$ cat src/rtl/mult_div_unit_if.sv
// Bus between the control FSM and the multiply/divide unit.
// Handshake: the master raises start for one cycle with op/a/b valid; the unit
// accepts it only while idle (busy=0, done=0) and ignores it otherwise. busy
// stays high while the operation runs; done pulses for one cycle when hi/lo
// carry the new result (together with div_zero on a trapped divide by zero).
interface mult_div_unit_if #(
  parameter int WIDTH = 32
) ();
  logic             start;
  logic [1:0]       op;
  logic [WIDTH-1:0] a;
  logic [WIDTH-1:0] b;
  logic             busy;
  logic             done;
  logic [WIDTH-1:0] hi;
  logic [WIDTH-1:0] lo;
  logic             div_zero;
  logic [2:0]       state_dbg;

  modport master (
    output start, op, a, b,
    input  busy, done, hi, lo, div_zero, state_dbg
  );

  modport slave (
    input  start, op, a, b,
    output busy, done, hi, lo, div_zero, state_dbg
  );
endinterface

$ cat src/rtl/mult_div_unit.sv
// Sequential multiply/divide unit: MULT, MULTU, DIV, DIVU on WIDTH-bit operands,
// one result bit per cycle, double-width result held in hi/lo.
// Shift-add multiply on a 2*WIDTH accumulator, restoring divide with a
// (WIDTH+1)-bit partial remainder; signed ops work on magnitudes and fix the
// signs at the end.
// Optional macro MULTDIV_DIVZERO_EXC_EN: a divide by zero skips the arithmetic,
// pulses done together with div_zero and leaves hi/lo untouched.
module mult_div_unit #(
  parameter int WIDTH = 32
) (
  input  logic            clock,
  input  logic            reset,
  mult_div_unit_if.slave  bus
);

  localparam int CW = $clog2(WIDTH + 1);

  typedef enum logic [2:0] {
    S_IDLE = 3'd0,
    S_PREP = 3'd1,
    S_RUN  = 3'd2,
    S_FIX  = 3'd3,
    S_DONE = 3'd4
  } state_t;

  state_t             state;
  logic [1:0]         op_q;
  logic [WIDTH-1:0]   a_q;       // raw a, then |a| (multiplicand)
  logic [WIDTH-1:0]   b_q;       // raw b, then |b| (divisor)
  logic               sign_a;
  logic               sign_b;
  logic [2*WIDTH-1:0] acc;       // product, or dividend/quotient in the low half
  logic [WIDTH-1:0]   rem;
  logic [CW-1:0]      cnt;
  logic               busy_q;
  logic               done_q;
  logic [WIDTH-1:0]   hi_q;
  logic [WIDTH-1:0]   lo_q;

  logic               is_div;
  logic               is_signed;
  logic               neg_res;
  logic [WIDTH-1:0]   mag_a;
  logic [WIDTH-1:0]   mag_b;
  logic [WIDTH:0]     mul_sum;
  logic [2*WIDTH-1:0] mul_next;
  logic [WIDTH:0]     shifted;
  logic               no_borrow;
  logic [WIDTH-1:0]   rem_next;
  logic [2*WIDTH-1:0] prod_fix;
  logic [WIDTH-1:0]   quo_fix;
  logic [WIDTH-1:0]   rem_fix;

  assign is_div    = op_q[1];
  assign is_signed = ~op_q[0];
  assign neg_res   = sign_a ^ sign_b;

  // Two's-complement magnitude; -(most negative) lands on 2^(WIDTH-1) unsigned.
  assign mag_a = (is_signed && a_q[WIDTH-1]) ? -a_q : a_q;
  assign mag_b = (is_signed && b_q[WIDTH-1]) ? -b_q : b_q;

  // Multiply step: add multiplicand into the upper half when the low bit is set,
  // keep the carry, shift the whole accumulator right by one.
  assign mul_sum  = {1'b0, acc[2*WIDTH-1:WIDTH]} + (acc[0] ? {1'b0, a_q} : '0);
  assign mul_next = {mul_sum, acc[WIDTH-1:1]};

  // Restoring divide step: bring in the next dividend bit, subtract when it fits.
  assign shifted   = {rem, acc[WIDTH-1]};
  assign no_borrow = shifted[WIDTH] || (shifted[WIDTH-1:0] >= b_q);
  assign rem_next  = no_borrow ? (shifted[WIDTH-1:0] - b_q) : shifted[WIDTH-1:0];

  // Sign correction: product/quotient negative when signs differ, remainder
  // follows the dividend.
  assign prod_fix = neg_res ? -acc : acc;
  assign quo_fix  = neg_res ? -acc[WIDTH-1:0] : acc[WIDTH-1:0];
  assign rem_fix  = sign_a ? -rem : rem;

  assign bus.busy      = busy_q;
  assign bus.done      = done_q;
  assign bus.hi        = hi_q;
  assign bus.lo        = lo_q;
  assign bus.state_dbg = state;

`ifdef MULTDIV_DIVZERO_EXC_EN
  logic dz_q;
  assign bus.div_zero = dz_q;
`else
  assign bus.div_zero = 1'b0;
`endif

  // Control FSM and datapath registers; all outputs are registered.
  always_ff @(posedge clock or posedge reset) begin
    if (reset) begin
      state  <= S_IDLE;
      op_q   <= '0;
      a_q    <= '0;
      b_q    <= '0;
      sign_a <= 1'b0;
      sign_b <= 1'b0;
      acc    <= '0;
      rem    <= '0;
      cnt    <= '0;
      busy_q <= 1'b0;
      done_q <= 1'b0;
      hi_q   <= '0;
      lo_q   <= '0;
`ifdef MULTDIV_DIVZERO_EXC_EN
      dz_q   <= 1'b0;
`endif
    end else begin
      case (state)
        S_IDLE: begin
          if (bus.start) begin
            op_q <= bus.op;
            a_q  <= bus.a;
            b_q  <= bus.b;
`ifdef MULTDIV_DIVZERO_EXC_EN
            if (bus.op[1] && (bus.b == '0)) begin
              state  <= S_DONE;
              done_q <= 1'b1;
              dz_q   <= 1'b1;
            end else
`endif
            begin
              state  <= S_PREP;
              busy_q <= 1'b1;
            end
          end
        end
        S_PREP: begin
          a_q    <= mag_a;
          b_q    <= mag_b;
          sign_a <= is_signed & a_q[WIDTH-1];
          sign_b <= is_signed & b_q[WIDTH-1];
          acc    <= {{WIDTH{1'b0}}, (is_div ? mag_a : mag_b)};
          rem    <= '0;
          cnt    <= CW'(WIDTH);
          state  <= S_RUN;
        end
        S_RUN: begin
          if (is_div) begin
            rem            <= rem_next;
            acc[WIDTH-1:0] <= {acc[WIDTH-2:0], no_borrow};
          end else begin
            acc <= mul_next;
          end
          cnt <= cnt - CW'(1);
          if (cnt == CW'(1)) begin
            state <= S_FIX;
          end
        end
        S_FIX: begin
          if (is_div) begin
            hi_q <= rem_fix;
            lo_q <= quo_fix;
          end else begin
            hi_q <= prod_fix[2*WIDTH-1:WIDTH];
            lo_q <= prod_fix[WIDTH-1:0];
          end
          busy_q <= 1'b0;
          done_q <= 1'b1;
          state  <= S_DONE;
        end
        S_DONE: begin
          done_q <= 1'b0;
`ifdef MULTDIV_DIVZERO_EXC_EN
          dz_q   <= 1'b0;
`endif
          state  <= S_IDLE;
        end
        default: state <= S_IDLE;
      endcase
    end
  end

endmodule
$ cat src/flat_wrapper.sv
// flat-port wrapper written by rule: the top's interface ports become plain ports
module mult_div_unit_flat 
#(
  parameter int WIDTH = 32
)
  (clock, reset, bus_start, bus_op, bus_a, bus_b, bus_busy, bus_done, bus_hi, bus_lo, bus_div_zero, bus_state_dbg);
  mult_div_unit_if #(.WIDTH(WIDTH)) bus_i ();
  input  logic clock;
  input  logic reset;
  input wire logic [$bits(bus_i.start)-1:0] bus_start;
  input wire logic [$bits(bus_i.op)-1:0] bus_op;
  input wire logic [$bits(bus_i.a)-1:0] bus_a;
  input wire logic [$bits(bus_i.b)-1:0] bus_b;
  output wire logic [$bits(bus_i.busy)-1:0] bus_busy;
  output wire logic [$bits(bus_i.done)-1:0] bus_done;
  output wire logic [$bits(bus_i.hi)-1:0] bus_hi;
  output wire logic [$bits(bus_i.lo)-1:0] bus_lo;
  output wire logic [$bits(bus_i.div_zero)-1:0] bus_div_zero;
  output wire logic [$bits(bus_i.state_dbg)-1:0] bus_state_dbg;
  assign bus_i.start = bus_start;
  assign bus_i.op = bus_op;
  assign bus_i.a = bus_a;
  assign bus_i.b = bus_b;
  assign bus_busy = bus_i.busy;
  assign bus_done = bus_i.done;
  assign bus_hi = bus_i.hi;
  assign bus_lo = bus_i.lo;
  assign bus_div_zero = bus_i.div_zero;
  assign bus_state_dbg = bus_i.state_dbg;
  mult_div_unit #(.WIDTH(WIDTH)) u_core (.clock(clock), .reset(reset), .bus(bus_i));
endmodule
$ cat config.mk
export PLATFORM = sky130hd
export DESIGN_NAME = mult_div_unit_flat
export DESIGN_NICKNAME = d
export VERILOG_FILES = /design/src/rtl/mult_div_unit_if.sv /design/src/rtl/mult_div_unit.sv /design/src/flat_wrapper.sv
export SDC_FILE = /design/constraint.sdc
export NUM_CORES = 1
export LEC_CHECK = 0
export BUFFER_PORTS_ARGS = -buffer_cell sky130_fd_sc_hd__buf_4
export CAP_MARGIN = 20
export CORE_ASPECT_RATIO = 1.5
export CORE_MARGIN = 5
export CORE_UTILIZATION = 55
export DETAILED_ROUTE_END_ITERATION = 6
export PLACE_DENSITY = 0.79
export REMOVE_ABC_BUFFERS = 1
export SETUP_SLACK_MARGIN = 0.02
export SYNTH_ARGS = -nofsm -noshare
export SYNTH_HDL_FRONTEND = slang
export SYNTH_SLANG_ARGS = --single-unit
$ cat constraint.sdc
create_clock -name clock -period 17.9 [get_ports clock]
set_input_delay 2.685 -clock clock [delete_from_list [all_inputs] [get_ports clock]]
set_output_delay 2.685 -clock clock [all_outputs]
set_load 0.01 [all_outputs]
==> tab_implementation.tex <==
\begin{tabular}{lr}
\hline
Metric & Value \\
\hline
\multicolumn{2}{l}{\textbf{Yosys}} \\
\quad Sequential cell area fraction in the yosys report & 34.1\% \\
\quad Synthesis-stage register bit count & 239 \\
\quad Unique cell type count in the Yosys netlist & 85 \\
\quad Share of the synthesized area in the top cell type & 34.1\% \\
\quad Synthesized area & 17600 um\^{}2 \\
\quad Count leader, synth & o21ai\_0 \\
\quad Number of warnings issued by yosys & 0 \\
\quad Synth Instances & about 2200 \\
\quad Area contributors post-synth & dfrtp\_1 (34\%), o21ai\_0 (7.5\%), nand2\_1 (5.3\%) \\
\quad Avg Cell Area, Syn & 8.10 um\^{}2 \\
\quad Fraction of registers with async set/reset & 100\% \\
\quad Leading register cell type out of synthesis & dfrtp\_1 \\
\quad Largest area contributor in the synthesized netlist & dfrtp\_1 \\
\quad Commonest cells post-synth & o21ai\_0 (264), nand2\_1 (247), dfrtp\_1 (239) \\
\quad Count of flip-flops with a built-in enable after synthesis & 0 \\
\multicolumn{2}{l}{\textbf{Worst setup path}} \\
\quad Arrival time of the worst setup path & 5.05 ns \\
\quad Required time of the worst setup path & 18.29 ns \\
\quad Critical-path cell list & inv\_1, nor2\_1, ha\_1, a21oi\_1, o211ai\_1, a21oi\_1, o21ai\_0, a31oi\_1, o211ai\_1, a311oi\_1, xor2\_1, o21ai\_0 \\
\quad Bufs and invs on worst path & 1 \\
\quad CP endpoint kind & flip-flop \\
\quad Critical Path Fanout Max & 26 \\
\quad Critical Setup Path Class & reg2reg \\
\quad Cell with the largest stage delay on the worst path & dfrtp\_1 \\
\quad Cell family contributing the most delay on the critical path & compound AO/OA/AOI/OAI gates \\
\quad Crit path launch type & flip-flop \\
\quad Delay of the slowest critical-path stage & 0.95 ns \\
\multicolumn{2}{l}{\textbf{Placement}} \\
\quad I/O Buffers & around 140 \\
\quad Post-detail-place hpwl & 42800 um \\
\quad Standard cell area after detailed placement & 18800 um\^{}2 \\
\quad Final RePlAce weighted congestion & 0.994 \\
\multicolumn{2}{l}{\textbf{Finish}} \\
\quad Share of layout cells above drive strength 1 & 11.1\% \\
\quad Final layout net count & 2358 \\
\quad Area Overhead vs Synth & 11.8\% \\
\quad Area of all placed cells without fillers & between 15000 and 20000 um\^{}2 \\
\quad Count of antenna diodes in the layout & 0 \\
\multicolumn{2}{l}{\textbf{Routing}} \\
\quad Count of antenna-violating nets left after detailed routing & 0 \\
\quad Ratio of routed vias to standard cells & 6.59 \\
\quad DR iter-0 viols & 1675 \\
\quad Routed wire length & 59100 um \\
\quad WL/cell & 22.3 um \\
\quad Total number of vias & approximately 17000 \\
\quad Drt drc & 0 \\
\quad Initial DRT Pass Iterations & 6 \\
\multicolumn{2}{l}{\textbf{Die}} \\
\quad Row cnt & 80 \\
\quad Height of the chip & 229 um \\
\quad Core Footprint & 31600 um\^{}2 \\
\quad Chip width & 156 um \\
\quad Full die area & 35700 um\^{}2 \\
\quad Starting Density & 55.5\% \\
\quad Boundary pin count & 139 \\
\multicolumn{2}{l}{\textbf{STA}} \\
\quad Total negative slack for setup checks & 0 ns \\
\quad Worst Tran Pin Value & 1.14 ns \\
\quad Crit share post-route & 26.0\% \\
\quad Hold violation count in the final report & 0 \\
\quad Largest clock skew in the final design & around 0.014 ns \\
\quad Peak Freq & approximately 210 MHz \\
\quad RSZ-0062 raised after global routing & false \\
\quad Worst rel slew slack & 23.9\% \\
\quad Post-layout min period & between 4 and 5 ns \\
\quad Number of setup violations in the final report & 0 \\
\quad Final-report max-slew violation count & 0 \\
\multicolumn{2}{l}{\textbf{GRT}} \\
\quad Antenna violations before repair & 1 \\
\quad Global-route usage over all layers & 32.0\% \\
\quad Vias in the first global route & 16800 \\
\quad Pin count of the biggest net entering global routing & roughly 110 \\
\quad Wire length of the first global-routing pass & 92500 um \\
\quad Overflow left after global routing & 0 \\
\multicolumn{2}{l}{\textbf{Outcome}} \\
\quad Run status & completed \\
\multicolumn{2}{l}{\textbf{CTS}} \\
\quad Maximum clock insertion buffer count & 3 \\
\quad Root buf cell & clkbuf\_16 \\
\quad Clock sinks & 239 \\
\quad TritonCTS Buffers & 25 \\
\quad CTS resizes & 0 \\
\quad Clock slew at the register clock pins of the worst setup and hold paths & 0.08 ns \\
\quad Number of post-CTS setup repair buffers & 0 \\
\quad Clock Latency Late Sink & 0.55 ns \\
\quad Cts-stage hold buffer count & 0 \\
\quad Depth of the CTS H-tree & 1 \\
\quad Clock tree from TritonCTS & done \\
\multicolumn{2}{l}{\textbf{Run}} \\
\quad Max-capacitance violation count & 0 \\
\multicolumn{2}{l}{\textbf{Power and ir drop}} \\
\quad Leakage dissipation & between 8 and 9 nW \\
\quad Ratio of total power to cell area & 190 nW/um\^{}2 \\
\quad IR Drop Worst-Case VDD & 0.0801 mV \\
\multicolumn{2}{l}{\textbf{Worst hold path}} \\
\quad Worst hold-check path type & reg2reg \\
\hline
\end{tabular}
==> layout by cell type (no fill, tap or decap), drive strengths merged, types with 78 or more instances in the layout <==
| cell | synthesis | layout |
|---|---|---|
| nand3 | 117 | 117 |
| buf | 14 | 156 |
| inv | 76 | 78 |
| o21ai | 266 | 266 |
| dfrtp | 239 | 239 |
| a21oi | 168 | 168 |
| xor2 | 90 | 90 |
| nor2 | 159 | 159 |
| nand2 | 248 | 248 |
| xnor2 | 101 | 101 |
==> worst min-delay path: cells and delay by family (launching register included) <==
family	cells	cell delay [ns]
and+or+nand+nor	1	0.05
DFF	1	0.34
AOI/OAI and AO/OA	1	0.06
==> registers in the layout, indices dropped and copies added (netlist names) <==
register              flops
u_core.bus.lo            32
u_core.a_q               32
u_core.sign_b             1
u_core.bus.state_dbg      3
u_core.op_q               2
u_core.acc               64
u_core.cnt                6
u_core.rem               32
u_core.b_q               32
u_core.sign_a             1
u_core.bus.done           1
u_core.bus.hi            32
u_core.bus.busy           1
==> through the flow <==
stage	hold slack [ns]	worst slack, ns	total power [mW]	util (%)	cells
after CTS	0.484	13.38	3.68	62.0	2644
after detailed placement	0.469	13.21	3.12	59.3	2599
final	0.482	13.25	3.72	62.0	2645
after global placement	0.462	13.25	3.06	59.3	2599
after global routing	0.504	13.02	3.97	62.0	2645
after floorplan	0.446	8.66	2.41	-	2034
==> where the power goes <==
part           switching, mW  internal (mW)  total (mW)
sequential             0.310          0.753        1.06
combinational           1.30          0.810        2.11
clock                  0.243          0.308       0.551
total                   1.85           1.87        3.72
==> final cells by class <==
| type | count | area (um^2) |
|---|---|---|
| clock buffer | 31 | 698 |
| clock inverter | 14 | 148 |
| fill | 2864 | 12000 |
| inverter | 76 | 293 |
| multi-input combinational | 1719 | 10800 |
| sequential | 239 | 5980 |
| tap | 410 | 513 |
| timing repair buffer | 156 | 1180 |
==> metal layers <==
| metal | global-route usage [%] | vias up | wire length, um |
|---|---|---|---|
| met4 | 20.7 | 2 | 4770 |
| met5 | 0 | - | 13 |
| li1 | - | 7935 | - |
| met3 | 3.35 | 254 | 4320 |
| met1 | 39.4 | 8307 | 21800 |
| met2 | 52.9 | 944 | 28200 |
==> path summary, 6_finish.rpt <==
path,startpoint,end,slack (ns),cells past startpoint
max,u_core.acc[0]$_DFFE_PP0P_,u_core.acc[62]$_DFFE_PP0P_,13.25,12
max in group asynchronous,reset,u_core.op_q[1]$_DFFE_PP0P_,14.09,3
min,u_core.bus.lo[16]$_DFFE_PP0P_,u_core.bus.lo[16]$_DFFE_PP0P_,0.48,2
max reg2reg,u_core.acc[0]$_DFFE_PP0P_,u_core.acc[62]$_DFFE_PP0P_,13.25,12
min reg2reg,u_core.bus.lo[16]$_DFFE_PP0P_,u_core.bus.lo[16]$_DFFE_PP0P_,0.48,2
min in group asynchronous,reset,u_core.acc[39]$_DFFE_PP0P_,2.30,2
==> logic make-up (layout without fill, tap and decap cells) <==
kind of cell               Yosys count  count (layout)  share of synthesized area [%]
AOI/OAI and AO/OA                  707             707                           24.7
and+or+nand+nor                    702             702                           19.1
DFF                                239             239                           34.1
buffers and inverters              209             277                           4.68
xor gates and xnor gates           191             191                           9.53
adders and majority gates           72              72                           5.22
muxes                               46              46                           2.71
other                                1               1                         0.0214
Note: power is estimated with default switching activity, not from simulation.
